--- src/rtl/mdu_pkg.sv ---
// Shared encodings for the multiply/divide unit: MDU op codes, controller states,
// and the EX-stage ALU-op to MDU-op mapping used by the decoder.
package mdu_pkg;

    typedef enum logic [2:0] {
        MDU_MULT  = 3'b000,
        MDU_MULTU = 3'b001,
        MDU_DIV   = 3'b010,
        MDU_DIVU  = 3'b011,
        MDU_MTHI  = 3'b100,
        MDU_MTLO  = 3'b101
    } mdu_op_e;

    typedef enum logic [1:0] {
        IDLE,
        RUN,
        FIX
    } mdu_state_e;

    // ALU operation codes seen by the decoder that are routed to the MDU
    localparam logic [3:0] ALUOP_MULT  = 4'hA;
    localparam logic [3:0] ALUOP_MULTU = 4'hB;
    localparam logic [3:0] ALUOP_DIV   = 4'hC;
    localparam logic [3:0] ALUOP_DIVU  = 4'hD;
    localparam logic [3:0] ALUOP_MTHI  = 4'hE;
    localparam logic [3:0] ALUOP_MTLO  = 4'hF;

    function automatic logic [2:0] alu_to_mdu_op(input logic [3:0] alu_op);
        logic [2:0] res;
        res = 3'b111;
        case (alu_op)
            ALUOP_MULT:  res = MDU_MULT;
            ALUOP_MULTU: res = MDU_MULTU;
            ALUOP_DIV:   res = MDU_DIV;
            ALUOP_DIVU:  res = MDU_DIVU;
            ALUOP_MTHI:  res = MDU_MTHI;
            ALUOP_MTLO:  res = MDU_MTLO;
            default:     res = 3'b111;
        endcase
        return res;
    endfunction

endpackage

--- src/rtl/mdu_ctrl_if.sv ---
// EX-stage <-> MDU connection: op issue, MFHI/MFLO request, status and HI/LO.
interface mdu_ctrl_if #(parameter int unsigned WIDTH = 32);
    import mdu_pkg::*;

    logic             start;
    logic [2:0]       op;
    logic [WIDTH-1:0] rs_val;
    logic [WIDTH-1:0] rt_val;
    logic             mf_req;
    logic             busy;
    logic             stall;
    logic             done;
    logic [WIDTH-1:0] hi;
    logic [WIDTH-1:0] lo;

    modport master (
        output start, op, rs_val, rt_val, mf_req,
        input  busy, stall, done, hi, lo
    );

    modport slave (
        input  start, op, rs_val, rt_val, mf_req,
        output busy, stall, done, hi, lo
    );

endinterface

--- src/rtl/mdu_iter_core.sv ---
// Iteration datapath: 2*WIDTH accumulator with shift-add multiply and restoring
// shift-subtract divide steps, plus the iteration counter.
module mdu_iter_core
    import mdu_pkg::*;
#(
    parameter int unsigned WIDTH = 32
) (
    input  logic             clk,
    input  logic             rst,
    input  logic             load,
    input  logic             step,
    input  logic             is_div,
    input  logic [WIDTH-1:0] a,
    input  logic [WIDTH-1:0] b,
    output logic [WIDTH-1:0] acc_hi,
    output logic [WIDTH-1:0] acc_lo,
    output logic             last
);

    localparam int unsigned CW = (WIDTH > 1) ? $clog2(WIDTH) : 1;

    logic [CW-1:0]    count;
    logic [WIDTH-1:0] opnd;
    logic             div_mode;
    logic [WIDTH:0]   sum;
    logic [WIDTH:0]   rem_try;
    logic [WIDTH-1:0] diff;
    logic             fits;

    // Multiply keeps the multiplier in acc_lo and shifts the partial product in
    // from the top; divide shifts dividend bits out of acc_lo into the remainder.
    always_comb begin
        sum     = {1'b0, acc_hi} + (acc_lo[0] ? {1'b0, opnd} : '0);
        rem_try = {acc_hi, acc_lo[WIDTH-1]};
        fits    = (rem_try >= {1'b0, opnd});
        diff    = rem_try[WIDTH-1:0] - opnd;
    end

    assign last = (count == '0);

    always_ff @(posedge clk or posedge rst) begin
        if (rst) begin
            count    <= '0;
            opnd     <= '0;
            div_mode <= 1'b0;
            acc_hi   <= '0;
            acc_lo   <= '0;
        end else if (load) begin
            count    <= CW'(WIDTH - 1);
            div_mode <= is_div;
            acc_hi   <= '0;
            acc_lo   <= is_div ? a : b;
            opnd     <= is_div ? b : a;
        end else if (step) begin
            count <= count - 1'b1;
            if (div_mode) begin
                if (fits) begin
                    acc_hi <= diff;
                    acc_lo <= {acc_lo[WIDTH-2:0], 1'b1};
                end else begin
                    acc_hi <= rem_try[WIDTH-1:0];
                    acc_lo <= {acc_lo[WIDTH-2:0], 1'b0};
                end
            end else begin
                acc_hi <= sum[WIDTH:1];
                acc_lo <= {sum[0], acc_lo[WIDTH-1:1]};
            end
        end
    end

endmodule

--- src/rtl/mdu_ctrl.sv ---
// Multiply/divide sequencing controller with HI/LO registers and pipeline stall.
// Signed ops iterate on magnitudes; the sign fix is applied on the FIX->IDLE edge.
module mdu_ctrl
    import mdu_pkg::*;
#(
    parameter int unsigned WIDTH = 32
) (
    input logic         clk,
    input logic         rst,
    mdu_ctrl_if.slave   bus
);

    mdu_state_e       state;
    logic             busy_q;
    logic             done_q;
    logic [WIDTH-1:0] hi_q;
    logic [WIDTH-1:0] lo_q;
    logic             is_div_q;
    logic             sign_q;
    logic             sign_r;

    logic             is_arith;
    logic             op_div;
    logic             op_signed;
    logic             div_zero;
    logic             a_neg;
    logic             b_neg;
    logic [WIDTH-1:0] a_in;
    logic [WIDTH-1:0] b_in;
    logic             load;
    logic             step;
    logic             last;
    logic [WIDTH-1:0] acc_hi;
    logic [WIDTH-1:0] acc_lo;
    logic [2*WIDTH-1:0] prod_fix;
    logic [WIDTH-1:0] quo_fix;
    logic [WIDTH-1:0] rem_fix;

    // Divide by zero keeps the raw dividend so the remainder comes out as rs_val.
    always_comb begin
        is_arith  = (bus.op[2] == 1'b0);
        op_div    = bus.op[1];
        op_signed = ~bus.op[0];
        div_zero  = op_div & (bus.rt_val == '0);
        a_neg     = op_signed & bus.rs_val[WIDTH-1] & ~div_zero;
        b_neg     = op_signed & bus.rt_val[WIDTH-1];
        a_in      = a_neg ? -bus.rs_val : bus.rs_val;
        b_in      = b_neg ? -bus.rt_val : bus.rt_val;
        load      = (state == IDLE) & bus.start & is_arith;
        step      = (state == RUN);
        prod_fix  = sign_q ? -{acc_hi, acc_lo} : {acc_hi, acc_lo};
        quo_fix   = sign_q ? -acc_lo : acc_lo;
        rem_fix   = sign_r ? -acc_hi : acc_hi;
    end

    mdu_iter_core #(.WIDTH(WIDTH)) u_core (
        .clk    (clk),
        .rst    (rst),
        .load   (load),
        .step   (step),
        .is_div (op_div),
        .a      (a_in),
        .b      (b_in),
        .acc_hi (acc_hi),
        .acc_lo (acc_lo),
        .last   (last)
    );

    always_ff @(posedge clk or posedge rst) begin
        if (rst) begin
            state    <= IDLE;
            busy_q   <= 1'b0;
            done_q   <= 1'b0;
            hi_q     <= '0;
            lo_q     <= '0;
            is_div_q <= 1'b0;
            sign_q   <= 1'b0;
            sign_r   <= 1'b0;
        end else begin
            done_q <= 1'b0;
            case (state)
                IDLE: begin
                    if (bus.start) begin
                        case (bus.op)
                            MDU_MULT, MDU_MULTU, MDU_DIV, MDU_DIVU: begin
                                state    <= RUN;
                                busy_q   <= 1'b1;
                                is_div_q <= op_div;
                                sign_q   <= a_neg ^ b_neg;
                                sign_r   <= a_neg;
                            end
                            MDU_MTHI: hi_q <= bus.rs_val;
                            MDU_MTLO: lo_q <= bus.rs_val;
                            default: ;
                        endcase
                    end
                end
                RUN: begin
                    if (last) state <= FIX;
                end
                FIX: begin
                    state  <= IDLE;
                    busy_q <= 1'b0;
                    done_q <= 1'b1;
                    if (is_div_q) begin
                        hi_q <= rem_fix;
                        lo_q <= quo_fix;
                    end else begin
                        hi_q <= prod_fix[2*WIDTH-1:WIDTH];
                        lo_q <= prod_fix[WIDTH-1:0];
                    end
                end
                default: state <= IDLE;
            endcase
        end
    end

    assign bus.busy  = busy_q;
    assign bus.done  = done_q;
    assign bus.hi    = hi_q;
    assign bus.lo    = lo_q;
    assign bus.stall = busy_q & (bus.start | bus.mf_req);

endmodule

--- src/flat_wrapper.sv ---
// flat-port wrapper written by rule: the top's interface ports become plain ports
module mdu_ctrl_flat import mdu_pkg::*;
#(
    parameter int unsigned WIDTH = 32
)
  (clk, rst, bus_start, bus_op, bus_rs_val, bus_rt_val, bus_mf_req, bus_busy, bus_stall, bus_done, bus_hi, bus_lo);
  mdu_ctrl_if #(.WIDTH(WIDTH)) bus_i ();
  input logic clk;
  input logic rst;
  input wire logic [$bits(bus_i.start)-1:0] bus_start;
  input wire logic [$bits(bus_i.op)-1:0] bus_op;
  input wire logic [$bits(bus_i.rs_val)-1:0] bus_rs_val;
  input wire logic [$bits(bus_i.rt_val)-1:0] bus_rt_val;
  input wire logic [$bits(bus_i.mf_req)-1:0] bus_mf_req;
  output wire logic [$bits(bus_i.busy)-1:0] bus_busy;
  output wire logic [$bits(bus_i.stall)-1:0] bus_stall;
  output wire logic [$bits(bus_i.done)-1:0] bus_done;
  output wire logic [$bits(bus_i.hi)-1:0] bus_hi;
  output wire logic [$bits(bus_i.lo)-1:0] bus_lo;
  assign bus_i.start = bus_start;
  assign bus_i.op = bus_op;
  assign bus_i.rs_val = bus_rs_val;
  assign bus_i.rt_val = bus_rt_val;
  assign bus_i.mf_req = bus_mf_req;
  assign bus_busy = bus_i.busy;
  assign bus_stall = bus_i.stall;
  assign bus_done = bus_i.done;
  assign bus_hi = bus_i.hi;
  assign bus_lo = bus_i.lo;
  mdu_ctrl #(.WIDTH(WIDTH)) u_core (.clk(clk), .rst(rst), .bus(bus_i));
endmodule
--- config.mk ---
export PLATFORM = sky130hd
export DESIGN_NAME = mdu_ctrl_flat
export DESIGN_NICKNAME = d
export VERILOG_FILES = /design/src/rtl/mdu_pkg.sv /design/src/rtl/mdu_ctrl_if.sv /design/src/rtl/mdu_iter_core.sv /design/src/rtl/mdu_ctrl.sv /design/src/flat_wrapper.sv
export SDC_FILE = /design/constraint.sdc
export NUM_CORES = 1
export LEC_CHECK = 0
export CORE_MARGIN = 2
export CORE_UTILIZATION = 60
export CTS_CLUSTER_DIAMETER = 80
export CTS_CLUSTER_SIZE = 14
export DETAILED_ROUTE_END_ITERATION = 7
export PLACE_DENSITY_LB_ADDON = 0.08
export SLEW_MARGIN = 15
export SYNTH_ARGS = -nofsm -noshare
export SYNTH_HDL_FRONTEND = slang
export SYNTH_SLANG_ARGS = --single-unit
--- constraint.sdc ---
create_clock -name clk -period 13.3 [get_ports clk]
set_input_delay 1.995 -clock clk [delete_from_list [all_inputs] [get_ports clk]]
set_output_delay 1.995 -clock clk [all_outputs]
set_load 0.005 [all_outputs]
After elaboration in Yosys (flattened, before gate mapping)
Cells that the tools add are included. W data, S select, Z words.

Register bits: 173. Output and inout port bits: 67. Logic and storage cells: 92.

Add/subtract/negate cells: 8. Magnitude comparators: 1. Eq/ne operators: 12. Multiplexer cells: 34. Bitwise gates (word level): 12. Reductions and logical operators: 12.

Operators by type and width (number): $mux W32 (20); $neg A32 Y32 (4); $pmux W32 S2 (2); $mux W64 (1); $neg A64 Y64 (1); $add A32 B33 Y33 (1); $ge A33 B32 Y1 (1); $logic_not A32 Y1 (1); $sub A32 B32 Y32 (1); $reduce_and A3 Y1 (5); $mux W5 (2); $ne A2 B2 Y1 const B (5); $and A1 B1 Y1 (7); $eq A3 B2 Y1 const B (2); $eq A3 B3 Y1 const B (2); $mux W2 (3); $logic_not A5 Y1 (1); $sub A5 B1 Y5 const B (1); $mux W1 (4); $pmux W2 S2 (1); $reduce_bool A2 Y1 (2); $reduce_or A4 Y1 (1); $eq A3 B1 Y1 const B (1); $logic_not A3 Y1 (1); 7 further kinds (9).

Depth between registers and ports, before layout
Gate-level depths: netlist of the first run.

Depth in word-level cells: 7. Gate-level depth with buffers: 14. Gate-level depth less buffers: 13.

By module
A second synthesis of the first run with hierarchy kept.

Cell total of the unflattened synthesis: 1971. Area, all modules: 15696.3 µm².

Modules (own cells, without submodules): mdu_iter_core (instances 1, cells an instance 1167, area each 9380.2 µm², seq. area each 2552.4 µm²); mdu_ctrl (instances 1, cells an instance 804, area each 6316.1 µm², seq. area each 1776.7 µm²).

Worst setup path before layout of the first run
No wires, ideal clock.

Kind: input-to-reg. From: in bus_rt_val[12]. To: reg u_core.u_core.acc_lo[9]. Setup time: 0.126 ns. Data arrival time: 4.252 ns. Required time: 13.174 ns. Slack: 8.922 ns. Stages: 9. Buffers on the path: 0. Cells stage by stage: or4_4 > nor4_4 > nand3_2 > nor4_4 > a41o_1 > nor2_1 > xnor2_1 > o21a_1 > a311o_1.

Cells in the longest elaborated chain, start to end: 7.

RTL lines: from (decl) (line flat_wrapper.sv:13) `input wire logic [$bits(bus_i.rt_val)-1:0] bus_rt_val;`; $logic_not A32 Y1 (line mdu_ctrl.sv:44) `div_zero = op_div & (bus.rt_val == '0);`; $and A1 B1 Y1 (line mdu_ctrl.sv:44); $not A1 Y1 (line mdu_ctrl.sv:45) `a_neg = op_signed & bus.rs_val[WIDTH-1] & ~div_zero;`; $and A1 B1 Y1 (line mdu_ctrl.sv:45); $mux W32 (line mdu_ctrl.sv:47) `a_in = a_neg ? -bus.rs_val : bus.rs_val;`; $mux W32 (line mdu_iter_core.sv:52) `acc_lo <= is_div ? a : b;`; $mux W32 (line mdu_iter_core.sv:48) `end else if (load) begin`; to (signal assigned) (line mdu_iter_core.sv:52); to (signal assigned) (line mdu_iter_core.sv:59) `acc_lo <= {acc_lo[WIDTH-2:0], 1'b1};`; to (signal assigned) (line mdu_iter_core.sv:62) `acc_lo <= {acc_lo[WIDTH-2:0], 1'b0};`; to (decl) (line mdu_iter_core.sv:16) `output logic [WIDTH-1:0] acc_lo,`.

Every way passes these cells. A chain may end at the register's enable or synchronous reset.

Final worst setup path of the first run
From: in bus_rt_val[2]. To: reg u_core.u_core.acc_lo[27].

Cells in the longest elaborated chain, start to end: 7. Elaborated cells between the ends (all ways): 9. Classes of those cells: add/sub (1); mux (4); bitwise (3); reduce/logical (1).

RTL lines (line): parallel branches: the longest is 5 deep, another holds $neg A32 Y32; $mux W32 (*) (mdu_iter_core.sv:52); $mux W32 (*) (mdu_iter_core.sv:48).

Every way passes the cells marked *.

==> key figures, run 1 <==
Status
  – Status: finished with violations
  – Violated checks: design-rule violations

GRT
  – First-pass GRT wire length: around 83000 microns
  – Vias in the first global route: between 10000 and 15000
  – Initial antenna violation count: 0
  – Total GRT Usage: between 40 and 50%
  – Total grt overflow: 0
  – Largest net degree at the start of global routing: 110

Logic synthesis
  – Synthesized Nets: ~2000
  – Mapped Cells: ~1900
  – Synth Warn #: 0
  – Post-synthesis register bit count: between 150 and 200
  – Seq/Total Area, Yosys: a little under 30%
  – Top cell type's share of synthesized area: about 30%
  – Ranking of synthesized cells by area: dfrtp_1 (29%), o21ai_0 (8.2%), a21oi_1 (7.2%), ha_1 (5.9%), xnor2_1 (5.8%)
  – Synth area leader: dfrtp_1
  – Post-synthesis cell area: 14840 sq um
  – Mean post-synth cell area: 7.833 sq um
  – Cell with the most instances after synthesis: o21ai_0
  – Synth cell count leaders: o21ai_0 (243), a21oi_1 (214), dfrtp_1 (173)
  – Number of synthesized flops with an enable pin: 0
  – Most used DFF post-synth: dfrtp_1
  – Asr flop ratio synth: 100.0%
  – Synth cell types: roughly 80

Clocking
  – Hold buffers post-CTS: 0
  – Htree depth: 4
  – Worst-case clock buffer depth: 2
  – TritonCTS Buffers: 17
  – CTS resizes: 0
  – Clock slew seen by the registers of the worst setup and hold paths: roughly 80 ps
  – Clk_lat worst skew: ~450 ps
  – Post-CTS Setup Inserts: 0
  – CTS sink count: approximately 170
  – CTS tree: yes
  – Root Driver: clkbuf_16

Power
  – Leakage dissipation: 0.007062 uW
  – Peak VDD IR: 0.1860 mV
  – P per Cell Area: about 270 nW/um^2

Detailed routing
  – Drt total wl: around 55000 microns
  – Post-route antenna net violation count: 0
  – DR iter-0 viols: approximately 2200
  – Vias per inst: between 6 and 7
  – Via count: 15448
  – Drt drc: 2
  – First-pass detailed-route iteration total: 8
  – Wire per inst: 23.95 microns

Die
  – Die area: approximately 26000 sq um
  – Core Area: roughly 24000 sq um
  – Die Height: 161.3 microns
  – Die Width: between 150 and 200 microns
  – FP Rows: 57
  – Initial Util: between 60% and 70%
  – Ports: ~140

Setup path
  – Worst Path Max Fanout: 5
  – Worst R2R Path Depth: 13
  – Worst endpoint data arrival time: 5600 ps
  – CP Class: in2reg
  – CP endpoint kind: flop
  – Critical Path RT: ~14000 ps
  – Worst Setup Start Kind: primary input

Timing
  – Slew @ Worst Pin: approximately 1100 ps
  – Crit path time final: around 5200 ps
  – Worst Skew: approximately 17 ps
  – Final Hold Fails: 0
  – Max-slew violations: 0
  – Hold WS: between 400 and 500 ps
  – Total negative slack: 0 ps
  – Maximum clock frequency: about 190 MHz
  – Final critical-path share of the clock period: about 40%
  – Slew headroom: 29.88%
  – RSZ-0062 raised after global routing: no
  – Final setup viols: 0
  – Final Worst Setup Slack: 8064 ps

Placement
  – # port buffers: 137
  – Placed Cells: 2259
  – GPL Wtd Cong: a little over 1
  – Worst slack at placement: between 7000 and 8000 ps
  – Dpl hpwl: around 40000 microns

Hold path
  – Hold path depth: 2
  – Worst min path class: reg2reg

Finish
  – Share of cells above drive strength 1: 4.321%
  – Finished Layout Cells: ~2300
  – Layout Area Growth over Synthesis: 13.81%
  – Fill count: around 2100
  – Nets: 2097

Flow run
  – Maxcap violations: 0
routing by layer:
metal | up-vias | track usage, % | wire [microns]
met4 | 0 | 14.89 | 2213
met5 | - | 0 | 0
li1 | 7016 | - | -
met2 | 1023 | 60.50 | 22960
met3 | 145 | 10.99 | 7612
met1 | 7264 | 59.62 | 22100
placed cells by master (no fill, tap or decap), types with 28 or more instances in the layout:
| master | Yosys | layout |
|---|---|---|
| a21oi_1 | 214 | 214 |
| nor3_1 | 41 | 41 |
| dfrtp_1 | 173 | 172 |
| inv_1 | 72 | 71 |
| nand2_1 | 154 | 154 |
| xnor2_1 | 99 | 99 |
| nor2_1 | 159 | 158 |
| o21ai_0 | 243 | 242 |
| mux2i_1 | 50 | 50 |
| a31oi_1 | 28 | 28 |
| xor2_1 | 71 | 71 |
| clkdlybuf4s50_1 | 0 | 136 |
| a21o_1 | 33 | 33 |
| ha_1 | 70 | 70 |
power by group:
group / switching [uW] / internal, uW
clock: 246 / 278
sequential: 387 / 764
combinational: 1650 / 1220
critical path, stage by stage:
cell,delay (ps)
clkdlybuf4s50_1,470
or3_1,420
nor3_1,510
nand3_1,300
nor2_1,320
nor4b_1,780
a21oi_1,200
xnor2_1,190
a221o_1,310
a21oi_1,110
cell families (layout without fill, tap and decap cells):
logic type | after synthesis | in the layout | synth area share [%]
and+or+nand+nor | 518 | 518 | 16.69
buffers and inverters | 192 | 264 | 5.234
muxes | 52 | 52 | 3.523
xor gates and xnor gates | 170 | 170 | 10.03
other | 0 | 1 | 0
DFF | 173 | 173 | 29.16
adders and majority gates | 72 | 72 | 6.170
AOI/OAI and AO/OA | 718 | 718 | 29.19
state kept, by name, indices dropped and copies added (netlist names):
signal,count
u_core.bus.busy,1
u_core.bus.done,1
u_core.bus.hi,32
u_core.bus.lo,32
u_core.is_div_q,1
u_core.sign_q,1
u_core.sign_r,1
u_core.state,2
u_core.u_core.acc_hi,32
u_core.u_core.acc_lo,32
u_core.u_core.count,5
u_core.u_core.div_mode,1
u_core.u_core.opnd,32
final timing paths:
check | startpoint | slack, ps | endpoint
max | bus_rt_val[2] | 8060 | u_core.u_core.acc_lo[27]
min | u_core.bus.lo[11] | 480 | u_core.bus.lo[11]
max reg2reg | u_core.u_core.acc_lo[0] | 8610 | u_core.u_core.acc_hi[28]
min reg2reg | u_core.bus.lo[11] | 480 | u_core.bus.lo[11]
max in group asynchronous | rst | 9570 | u_core.u_core.div_mode
min in group asynchronous | rst | 2180 | u_core.bus.hi[16]
through the flow:
stage / cell area [sq um] / utilization, % / total power (uW)
2_1_floorplan: 14840 / - / 3009
3_3_place_gp: 16300 / 67.01 / 3862
4_1_cts: 16890 / 69.46 / 4448
3_5_place_dp: 16300 / 67.01 / 3913
5_1_grt: 16890 / 69.46 / 4839
6_report: 16890 / 69.47 / 4553
layout make-up:
class,instances,area (sq um),area share [%]
flip-flops and latches,173,4330,25.63
multi-input cells,1530,9753,57.73
diodes,1,2.502,0.01481
clock inverters,12,128.9,0.7629
inverters,74,282.8,1.674
well taps,324,405.4,2.400
repair buffers,158,1524,9.021
clock buffers,20,466.7,2.763
No activity file was read; power rests on OpenSTA's default activity.
==> inputs of run 2 (changes only) <==
CORE_UTILIZATION = 54   (was 60)
clock period = 4.45 ns   (was 13.3 ns; I/O delays follow)
==> run 2 against run 1 <==
The flow now finishes without violations. Register-to-register slack got worse by 8100 ps. Clock-buffer cell count fell by 2. Via count rose by 0.29%. Hold slack improved by 4.9 ps. Total power rose to 3.0 times the previous value. Utilization fell by 5.7 points. Sequential power rose to 2.9 times the previous value. Largest cell class unchanged. Non-clock buffer count rose by 33.
==> key figures, run 2 (same netlist as run 1, synthesis figures left out) <==
Setup path
  – Worst Path Max Fanout: 5
  – Cell Chain, Critical Path: clkdlybuf4s50_1, or4_1, nor4_1, nor2b_1, nand3_1, o31ai_1, xnor2_1, o21a_1, a311o_1
  – Worst endpoint data arrival time: roughly 4300 ps
  – Worst Setup Start Kind: primary input
  – Critical Path RT: 4770 ps
  – Delay-heaviest family, CP: simple AND/OR/NAND/NOR gates
  – Slowest CP cell: nor4_1
  – CP endpoint kind: flop
  – Largest stage delay, worst path: slightly below 900 ps
  – CP bufs+invs: 1
  – CP Class: in2reg

Clocking
  – CTS sink count: approximately 170
  – Post-CTS Setup Inserts: 0
  – Clock slew seen by the registers of the worst setup and hold paths: 80 ps
  – Clk_lat worst skew: 450 ps
  – Htree depth: 4
  – Worst-case clock buffer depth: 2
  – Root Driver: clkbuf_16
  – CTS resizes: 0
  – TritonCTS Buffers: 17
  – Hold buffers post-CTS: 0
  – CTS tree: yes

Power
  – Leakage dissipation: 0.007237 uW
  – Internal: between 6000 and 7000 uW
  – NetSw: 6876 uW
  – Clock group share of total power: between 10 and 15%
  – Peak VDD IR: approximately 0.47 mV
  – P per Cell Area: between 800 and 900 nW/um^2
  – Seq pwr share: a little under a quarter
  – Final Power: approximately 14000 uW
  – Sw Share: 49.98%
  – Comb pwr share: ~65%

GRT
  – Initial antenna violation count: 0
  – Total grt overflow: 0
  – Total GRT Usage: between 30 and 40%
  – First-pass GRT wire length: 84550 microns
  – Largest net degree at the start of global routing: 80
  – Vias in the first global route: 14182

Timing
  – Hold WS: 483.4 ps
  – Crit path time final: slightly below 4000 ps
  – Slew headroom: between 20% and 30%
  – Final Hold Fails: 0
  – Final critical-path share of the clock period: between 80% and 90%
  – Total negative slack: 0 ps
  – Worst Skew: around 19 ps
  – Max-slew violations: 0
  – RSZ-0062 raised after global routing: no
  – Final setup viols: 0
  – Maximum clock frequency: ~250 MHz
  – Slew @ Worst Pin: 1068 ps
  – Final Worst Setup Slack: a little under 500 ps

Die
  – Core Area: about 27000 sq um
  – Ports: ~140
  – Initial Util: between 50 and 60%
  – FP Rows: 60
  – Die area: between 20000 and 30000 sq um
  – Die Width: 169.8 microns
  – Die Height: around 170 microns

Finish
  – Layout Area Growth over Synthesis: 15.80%
  – Commonest cells after routing, fill and taps aside: o21ai_0 (243), a21oi_1 (214), dfrtp_1 (172)
  – Nets: between 2000 and 2500
  – Finished Layout Cells: ~2300
  – Diodes inserted: 0
  – Most common cell after layout, fill and taps aside: o21ai_0
  – Share of cells above drive strength 1: between 5 and 6%

Flow run
  – Maxcap violations: 0

Detailed routing
  – DR iter-0 viols: approximately 2000
  – Drt total wl: ~56000 microns
  – Drt drc: 0
  – Via count: ~15000
  – Wire per inst: 24.06 microns
  – Post-route antenna net violation count: 0
  – Vias per inst: about 6.6
  – First-pass detailed-route iteration total: 6

Hold path
  – Worst min path class: reg2reg

Placement
  – Dpl hpwl: 42650 microns
  – # port buffers: about 140
  – Placed Cells: ~2300
  – Worst slack at placement: 319.8 ps
  – GPL Wtd Cong: 0.9648

Status
  – Status: completed
## run 2: final cells by class
class,instances,area (sq um)
Timing Repair Buffer,191,1809
Tap cell,341,426.7
Sequential cell,173,4330
Clock buffer,18,439.2
Clock inverter,14,143.9
Inverter,74,281.5
Fill cell,2411,9761
Multi-Input combinational cell,1530,9759
## run 2: layer usage
layer	vias up	routed length [microns]	global-route usage, %
met2	883	23600	56.43
met1	7392	23660	54.10
met4	0	2209	15.50
li1	7095	-	-
met5	-	0	0
met3	123	6851	10.75
## run 2: final timing paths
check / startpoint / end / slack (ps) / depth (start not counted)
max: bus_rs_val[15] / u_core.u_core.acc_lo[24] / 490 / 9
min: u_core.bus.hi[18] / u_core.bus.hi[18] / 480 / 2
max reg2reg: u_core.u_core.acc_lo[0] / u_core.u_core.acc_hi[24] / 540 / 14
min reg2reg: u_core.bus.hi[18] / u_core.bus.hi[18] / 480 / 2
max in group asynchronous: rst / u_core.u_core.acc_lo[19] / 2750 / 3
min in group asynchronous: rst / u_core.bus.hi[11] / 760 / 2
## run 2: power by group through the flow
| stage | clock network, uW | logic (uW) | registers (uW) |
|---|---|---|---|
| 4_1_cts | 1540 | 8740 | 3220 |
| 6_report | 1540 | 8930 | 3300 |
| 2_1_floorplan | 0 | 6120 | 2870 |
| 3_5_place_dp | 0 | 8680 | 3250 |
| 3_3_place_gp | 0 | 8590 | 3230 |
| 5_1_grt | 1620 | 9760 | 3340 |
## run 2: per-stage QoR
stage                     utilization (%)  instance area [sq um]
after global routing                63.78                  17190
final                               63.78                  17190
after floorplan                         -                  14850
after CTS                           63.76                  17180
after global placement              61.60                  16600
after detailed placement            61.60                  16600
## run 2: worst register-to-register path, cell delays in order, from the launching register on
cell	delay [ps]
dfrtp_1	420
inv_1	330
buf_4	250
nor2_1	50
ha_1	350
a211o_1	280
a21oi_1	140
o21ai_0	210
a2111oi_0	470
buf_4	210
nor2_1	70
a21boi_0	350
o21ai_0	180
xor2_1	170
a221o_1	320
